[src/rtl/umi_merge_arbiter.sv]
// Round-robin arbiter that locks one UMI requester onto the merge datapath
// until end-of-message, a packet budget, or an idle timeout releases it.
module umi_merge_arbiter #(
   parameter int unsigned N       = 4,
   parameter int unsigned CW      = 32,
   parameter int unsigned AW      = 64,
   parameter int unsigned DW      = 64,
   parameter int unsigned MAXPKT  = 16,
   parameter int unsigned TIMEOUT = 8
) (
   input  logic            clk,
   input  logic            reset,
   input  logic [N-1:0]    umi_in_valid,
   input  logic [N*CW-1:0] umi_in_cmd,
   input  logic [N*AW-1:0] umi_in_dstaddr,
   input  logic [N*AW-1:0] umi_in_srcaddr,
   input  logic [N*DW-1:0] umi_in_data,
   output logic [N-1:0]    umi_in_ready,
   output logic            umi_out_valid,
   output logic [CW-1:0]   umi_out_cmd,
   output logic [AW-1:0]   umi_out_dstaddr,
   output logic [AW-1:0]   umi_out_srcaddr,
   output logic [DW-1:0]   umi_out_data,
   input  logic            umi_out_ready,
   output logic [N-1:0]    grant
);

   localparam int unsigned GW      = (N > 1) ? $clog2(N) : 1;
   localparam int unsigned PW      = $clog2(MAXPKT + 1);
   localparam int unsigned IW      = $clog2(TIMEOUT + 1);
   localparam int unsigned EOM_BIT = 22;

   typedef enum logic {
      IDLE   = 1'b0,
      LOCKED = 1'b1
   } state_t;

   state_t        state, state_nxt;
   logic [GW-1:0] last_grant, last_grant_nxt;
   logic [N-1:0]  grant_nxt;
   logic [PW-1:0] pkt_cnt, pkt_cnt_nxt;
   logic [IW-1:0] idle_cnt, idle_cnt_nxt;
   logic          release_c;

   logic          sel_valid;
   logic [CW-1:0] sel_cmd;
   logic [AW-1:0] sel_dstaddr;
   logic [AW-1:0] sel_srcaddr;
   logic [DW-1:0] sel_data;
   logic          commit;

   logic [GW-1:0] pick;
   logic          pick_found;

   // Select the bundle of the current owner; last_grant holds the owner index while locked
   always_comb begin
      sel_valid   = 1'b0;
      sel_cmd     = '0;
      sel_dstaddr = '0;
      sel_srcaddr = '0;
      sel_data    = '0;
      for (int unsigned i = 0; i < N; i++) begin
         if (last_grant == GW'(i)) begin
            sel_valid   = umi_in_valid[i];
            sel_cmd     = umi_in_cmd[i*CW +: CW];
            sel_dstaddr = umi_in_dstaddr[i*AW +: AW];
            sel_srcaddr = umi_in_srcaddr[i*AW +: AW];
            sel_data    = umi_in_data[i*DW +: DW];
         end
      end
      commit = (state == LOCKED) && sel_valid && umi_out_ready;
   end

   // First valid requester searching upward from last_grant+1 with wrap-around
   always_comb begin
      logic [GW-1:0] idx;
      pick       = '0;
      pick_found = 1'b0;
      idx        = '0;
      for (int unsigned k = 1; k <= N; k++) begin
         idx = GW'((32'(last_grant) + k) % N);
         if (!pick_found && umi_in_valid[idx]) begin
            pick_found = 1'b1;
            pick       = idx;
         end
      end
   end

   // State register
   always_ff @(posedge clk or posedge reset) begin
      if (reset) begin
         state      <= IDLE;
         grant      <= '0;
         last_grant <= GW'(N - 1);
         pkt_cnt    <= '0;
         idle_cnt   <= '0;
      end else begin
         state      <= state_nxt;
         grant      <= grant_nxt;
         last_grant <= last_grant_nxt;
         pkt_cnt    <= pkt_cnt_nxt;
         idle_cnt   <= idle_cnt_nxt;
      end
   end

   // Next-state: arbitration in IDLE, budget/timeout tracking in LOCKED
   always_comb begin
      state_nxt      = state;
      grant_nxt      = grant;
      last_grant_nxt = last_grant;
      pkt_cnt_nxt    = pkt_cnt;
      idle_cnt_nxt   = idle_cnt;
      release_c      = 1'b0;
      case (state)
         IDLE: begin
            if (pick_found) begin
               state_nxt      = LOCKED;
               last_grant_nxt = pick;
               grant_nxt      = N'(1) << pick;
               pkt_cnt_nxt    = '0;
               idle_cnt_nxt   = '0;
            end
         end
         LOCKED: begin
            if (commit) begin
               pkt_cnt_nxt  = pkt_cnt + PW'(1);
               idle_cnt_nxt = '0;
            end else if (!sel_valid && (idle_cnt != IW'(TIMEOUT))) begin
               idle_cnt_nxt = idle_cnt + IW'(1);
            end
            // Any combination of eom, budget and timeout yields one release
            release_c = (commit && (sel_cmd[EOM_BIT] || (pkt_cnt_nxt == PW'(MAXPKT))))
                        || (idle_cnt_nxt == IW'(TIMEOUT));
            if (release_c) begin
               state_nxt = IDLE;
               grant_nxt = '0;
            end
         end
         default: begin
            state_nxt = IDLE;
            grant_nxt = '0;
         end
      endcase
   end

   // Outputs: zero-latency pass-through of the owner, nothing moves in IDLE
   always_comb begin
      umi_out_valid   = 1'b0;
      umi_out_cmd     = sel_cmd;
      umi_out_dstaddr = sel_dstaddr;
      umi_out_srcaddr = sel_srcaddr;
      umi_out_data    = sel_data;
      umi_in_ready    = '0;
      if (state == LOCKED) begin
         umi_out_valid            = sel_valid;
         umi_in_ready[last_grant] = umi_out_ready;
      end
   end

endmodule

[config.mk]
export PLATFORM = sky130hd
export DESIGN_NAME = umi_merge_arbiter
export DESIGN_NICKNAME = d
export VERILOG_FILES = /design/src/rtl/umi_merge_arbiter.sv
export SDC_FILE = /design/constraint.sdc
export NUM_CORES = 1
export LEC_CHECK = 0
export CELL_PAD_IN_SITES_DETAIL_PLACEMENT = 1
export CELL_PAD_IN_SITES_GLOBAL_PLACEMENT = 2
export CORE_AREA = 2 2 438 440
export CTS_CLUSTER_DIAMETER = 120
export CTS_CLUSTER_SIZE = 12
export DETAILED_ROUTE_END_ITERATION = 8
export DIE_AREA = 0 0 440 442
export HOLD_SLACK_MARGIN = 0.08
export MAX_ROUTING_LAYER = met4
export PLACE_DENSITY_LB_ADDON = 0.3
export SLEW_MARGIN = 20
export SYNTH_ARGS = -nofsm -noshare
export SYNTH_HDL_FRONTEND = slang
export SYNTH_SLANG_ARGS = --single-unit
[constraint.sdc]
create_clock -name clk -period 2.6 [get_ports clk]
set_input_delay 0.52 -clock clk [delete_from_list [all_inputs] [get_ports clk]]
set_output_delay 0.52 -clock clk [all_outputs]
set_load 0.05 [all_outputs]
==> results of run 1 <==
==> metal layers <==
layer	vias up	routed length, µm
met2	550	68600
met5	-	0
li1	8905	-
met1	8715	50600
met3	78	8520
met4	0	2850
==> registers in the layout (all words and copies together) (netlist names) <==
name / flops
state: 1
last_grant: 2
idle_cnt: 4
pkt_cnt: 5
grant: 4
==> cell usage in the layout, fill, tap and decap left out, drive strengths merged, types with 5 or more instances in the layout <==
master and n:
inv 15, diode 25, buf 511, nand3 5
nor3 5, o21ai 234, a22oi 6, mux2i 7
ha 7, nor2 451, dfrtp 14, clkbuf 23
nand2 459, and3 6, clkdlybuf4s50 905, a21oi 448
==> worst paths after layout <==
path	startpoint	endpoint	slack, ns	cells after the start
min in group asynchronous	reset	grant[0]	0.72	2
max reg2reg	last_grant[0]	grant[0]	-0.14	11
min reg2reg	pkt_cnt[3]	pkt_cnt[3]	0.53	1
min	pkt_cnt[3]	pkt_cnt[3]	0.53	1
max in group asynchronous	reset	state	1.38	2
max	last_grant[0]	umi_out_dstaddr[46]	-0.33	12
==> metrics by stage <==
step                      TNS (ns)  power (W)  hold WS (ns)  utilization [%]  worst slack (ns)
after global placement       -9.72     0.0464         0.512             15.9            -0.232
final                       -49.29     0.0498         0.534             17.2            -0.333
after detailed placement    -11.90     0.0464         0.529             15.9            -0.256
after floorplan             -13.51     0.0236         0.432                -            -0.325
after global routing        -73.77     0.0528         0.574             17.2            -0.414
after CTS                   -54.28     0.0484         0.536             16.3            -0.347
==> cell type report <==
class | count | area, µm²
Inverter | 15 | 58.8
Sequential cell | 16 | 403
Fill cell | 22300 | 157000
Tap cell | 2511 | 3140
Multi-Input combinational cell | 1679 | 11300
Clock buffer | 4 | 88.8
Timing Repair Buffer | 1437 | 17500
Antenna cell | 25 | 62.6
==> kinds of logic after synthesis <==
| kind of cell | synth area share (%) |
|---|---|
| AOI/OAI and AO/OA | 42.4 |
| xor gates and xnor gates | 0.400 |
| adders and majority gates | 1.00 |
| buffers and inverters | 8.71 |
| DFF | 4.60 |
| muxes | 1.06 |
| and+or+nand+nor | 41.9 |
==> report_power, final <==
group | switching [W] | total, W | internal (W)
Clock | 0.000112 | 0.000346 | 0.000234
Sequential | 0.000112 | 0.000467 | 0.000355
Combinational | 0.0275 | 0.0490 | 0.0215
==> repair_timing <==
item	4_1_cts	5_1_grt
resized for setup	133	216
buffers inserted	17	21
endpoints found under the setup margin	230	233
pin swaps	26	57
hold buffers	0	0
gates cloned	4	21
==> impl_results.md, run 1 <==
- Status: complete, but fails checks
- Violated checks: negative setup slack
- Largest net degree at the start of global routing: 40
- Yosys warning count: 0
- Mapped Area: 8750 µm²
- CP required: 2.08 ns
- WS Path Type: register to output pin
- Share of cells above drive strength 1: 34.0%
- Sequential cell area fraction in the yosys report: 4.60%
- Post-synth EDFFs: 0
- Dpl cells: 5598
- Non-Filler Instances: 5687
- Crit end category: output pin
- Synth cell count leaders: nand2_1, nor2_1, a21oi_1
- Setup ws final: -0.333 ns
- Slowest CP cell: dfstp_2
- Die Wd: 440 µm
- Synth async-reset ratio: 100%
- Hold Fails Final Rpt: 0
- Most Crowded Layer GR: met2
- Core ar.: 190000 µm²
- Die area: 194000 µm²
- Worst Path Arrival: 2.41 ns
- Placed inst area: 30100 µm²
- GR Layer Usage met1: 13.6%
- Power density over the cells: 1530 nW/µm²
- CTS tree: done
- Syn avg cell area: 4.62 µm²
- Leak Pwr: 11.7 nW
- Clock Path Buffers: 2
- Worst Skew: 0.00596 ns
- CTS H-tree depth: 1
- VDD IR max: 0.682 mV
- Type of origin of the critical path: register
- Most used cell, CP: buf_12
- Cell taking the most area after synthesis: a21oi_1
- # IOs: 1136
- Post-route cell area: 32500 µm²
- Sink Count: 16
- Worst-skew pair later-pin latency: 0.25 ns
- Buf/Inv on CP: 5
- Total track usage: 12.8%
- Area Overhead vs Synth: 272%
- Die Span Y: 442 µm
- Starting Density: 4.62%
- Iteration-0 DRC Markers: 653
- IO Port Bufs: 1135
- Initial antenna violation count: 45
- Final ANT Viol Nets: 0
- Total grt overflow: 0
- Vias in the first global route: 19000
- CP delay by family, top: buffers and inverters
- Final Max Tran Viols: 0
- Max-slew headroom: 47.8%
- Vias per cell: 3.21
- Total of max-cap violations: 0
- #FFs+latches synth: 16
- GP Congestion: 0.862
- Mapped Nets: 2805
- Final layout net count: 4062
- Post-DP HPWL: 113000 µm
- Top-count cell post-synth: nand2_1
- Worst path cell trace: inv_2, ha_4, buf_12, buf_12, nand2_1, nor2_1, a21oi_1, buf_4, nor2_1, a21oi_2, o21ai_4, buf_12
- Crit-path max FO: 17
- HP Class: register to register
- Num rows: 160
- Leading post-synthesis cells by cell area: a21oi_1, nand2_1, nor2_1
- DRC: 0
- Achievable Freq: 341 MHz
- Met3 GRT Util: 3.42%
- Root buf cell: clkbuf_16
- CTS buffer count: 3
- Crit path largest cell delay: 0.57 ns
- Drt pass-1 iters: 5
- Slew @ Worst Pin: 0.783 ns
- First-pass GRT wire length: 166000 µm
- Min Clock Period, post-route: 2.93 ns
- Top cell type's share of synthesized area: 25.6%
- Mapped Cells: 1895
- Clk slew on worst S/H paths: 0.06 ns
- Library cells used by synthesis: 55
- Routed length per instance: 22.9 µm
- WL final: 131000 µm
- Vias post-DR: 18200
- Met2 Track Usage GR: 23.3%
- Period utilization: 113%
- Final Setup Violations: 231
- Main synth FF type: dfrtp_1
- RSZ-0062 raised after global routing: yes
(Power assumes the default switching activity.)
==> run 2: changes to the inputs <==
SKIP_CTS_REPAIR_TIMING = 1   (was unset)
clock period = 2.5 ns   (was 2.6 ns; I/O delays follow)
==> impl_results.md, run 2 (synthesized netlist as in run 1, its figures left out) <==
- Max FFs per register: 5
- WL final: 140000 µm
- Most frequent cells in the layout: clkdlybuf4s50_1, nand2_1, nor2_1
- Final ANT Viol Nets: 0
- Crit-path max FO: 12
- Clk slew on worst S/H paths: 0.05 ns
- Sink Count: 16
- Post-layout util: 17.5%
- HP Class: register to register
- Num rows: 160
- Slew @ Worst Pin: 0.671 ns
- Vias post-DR: 18500
- Worst-skew pair later-pin latency: 0.24 ns
- Period utilization: 117%
- Initial antenna violation count: 28
- Total of max-cap violations: 0
- Biggest registers after layout: pkt_cnt x5, grant x4, idle_cnt x4
- Total grt overflow: 0
- Total track usage: 13.2%
- Worst Skew: 0.00121 ns
- Worst Path Arrival: 2.42 ns
- CTS buffer count: 3
- Min Clock Period, post-route: 2.92 ns
- Vias in the first global route: 18900
- First-pass GRT wire length: 171000 µm
- WS Path Type: register to output pin
- Total Power: 0.0538 W
- Max-slew headroom: 55.2%
- Hold Fails Final Rpt: 0
- Achievable Freq: 343 MHz
- VDD IR max: 0.816 mV
- GP Congestion: 0.935
- Setup TNS: -65.32 ns
- Vias per cell: 3.25
- CTS tree: done
- Area Overhead vs Synth: 279%
- Share of cells above drive strength 1: 38.1%
- Iteration-0 DRC Markers: 691
- IO Port Bufs: 1135
- Top reg by flops: pkt_cnt
- Post-DP HPWL: 119000 µm
- RSZ-0062 raised after global routing: yes
- CP required: 2.00 ns
- Die Span Y: 442 µm
- Crit end category: output pin
- CTS H-tree depth: 1
- Final Setup Violations: 231
- Type of origin of the critical path: register
- # IOs: 1136
- Largest net degree at the start of global routing: 56
- Core ar.: 190000 µm²
- Die area: 194000 µm²
- Violated checks: negative setup slack
- Final Max Tran Viols: 0
- Commonest non-fill, non-tap cell in the layout: clkdlybuf4s50_1
- Starting Density: 4.62%
- Leak Pwr: 11.9 nW
- Power density over the cells: 1620 nW/µm²
- R2R depth: 11
- DRC: 0
- Clock Path Buffers: 2
- Drt pass-1 iters: 5
- Placement Setup Slack: -0.740 ns
- Die Wd: 440 µm
- Root buf cell: clkbuf_16
- Routed length per instance: 24.6 µm
- Final layout net count: 4083
- WHS Path Cells: 2
- Status: complete, but fails checks
- Setup ws final: -0.418 ns
[run 2: layer usage]
metal,GRT usage (%),vias up,wire length (µm)
met1,16.0,8969,60800
met2,23.5,553,71200
met4,1.03,0,1370
li1,-,8929,-
met3,2.31,56,6460
met5,-,-,0
[run 2: layout make-up]
| cell class | instances | area (µm²) |
|---|---|---|
| inverters | 15 | 61.3 |
| fillers | 22300 | 156000 |
| repair buffers | 1458 | 17700 |
| well taps | 2511 | 3140 |
| flip-flops and latches | 16 | 403 |
| multi-input cells | 1679 | 11800 |
| clock buffers | 4 | 88.8 |
| diodes | 13 | 32.5 |
[run 2: path summary, 6_finish.rpt]
check	startpoint	end	slack, ns
setup / recovery	last_grant[0]	umi_out_data[20]	-0.42
hold / removal	grant[1]	grant[1]	0.53
setup reg to reg	last_grant[0]	grant[0]	-0.23
hold reg to reg	grant[1]	grant[1]	0.53
max in group asynchronous	reset	idle_cnt[0]	1.42
min in group asynchronous	reset	grant[1]	0.65
[run 2: through the flow]
step | hold WS [ns] | instance area [µm²] | std cells
after floorplan | 0.412 | 12400 | 1895
after global placement | 0.515 | 30600 | 5615
after detailed placement | 0.516 | 30600 | 5615
after CTS | 0.539 | 30700 | 5619
after global routing | 0.550 | 33200 | 5695
final | 0.531 | 33200 | 5696
[run 2: critical path: stages, from the launching register on]
cell,delay (ns)
dfstp_2,0.58
inv_4,0.06
buf_4,0.13
ha_4,0.22
buf_12,0.17
buf_16,0.15
nor2_4,0.11
a21oi_1,0.05
buf_4,0.14
o21ai_4,0.23
buf_12,0.16
buf_12,0.13
[run 2: where the power goes]
part           internal [W]  leakage [nW]  switching (W)  total [W]
Combinational        0.0228          11.7         0.0301     0.0530
Clock              0.000243        0.0442       0.000104   0.000347
Sequential         0.000370         0.202       0.000112   0.000481
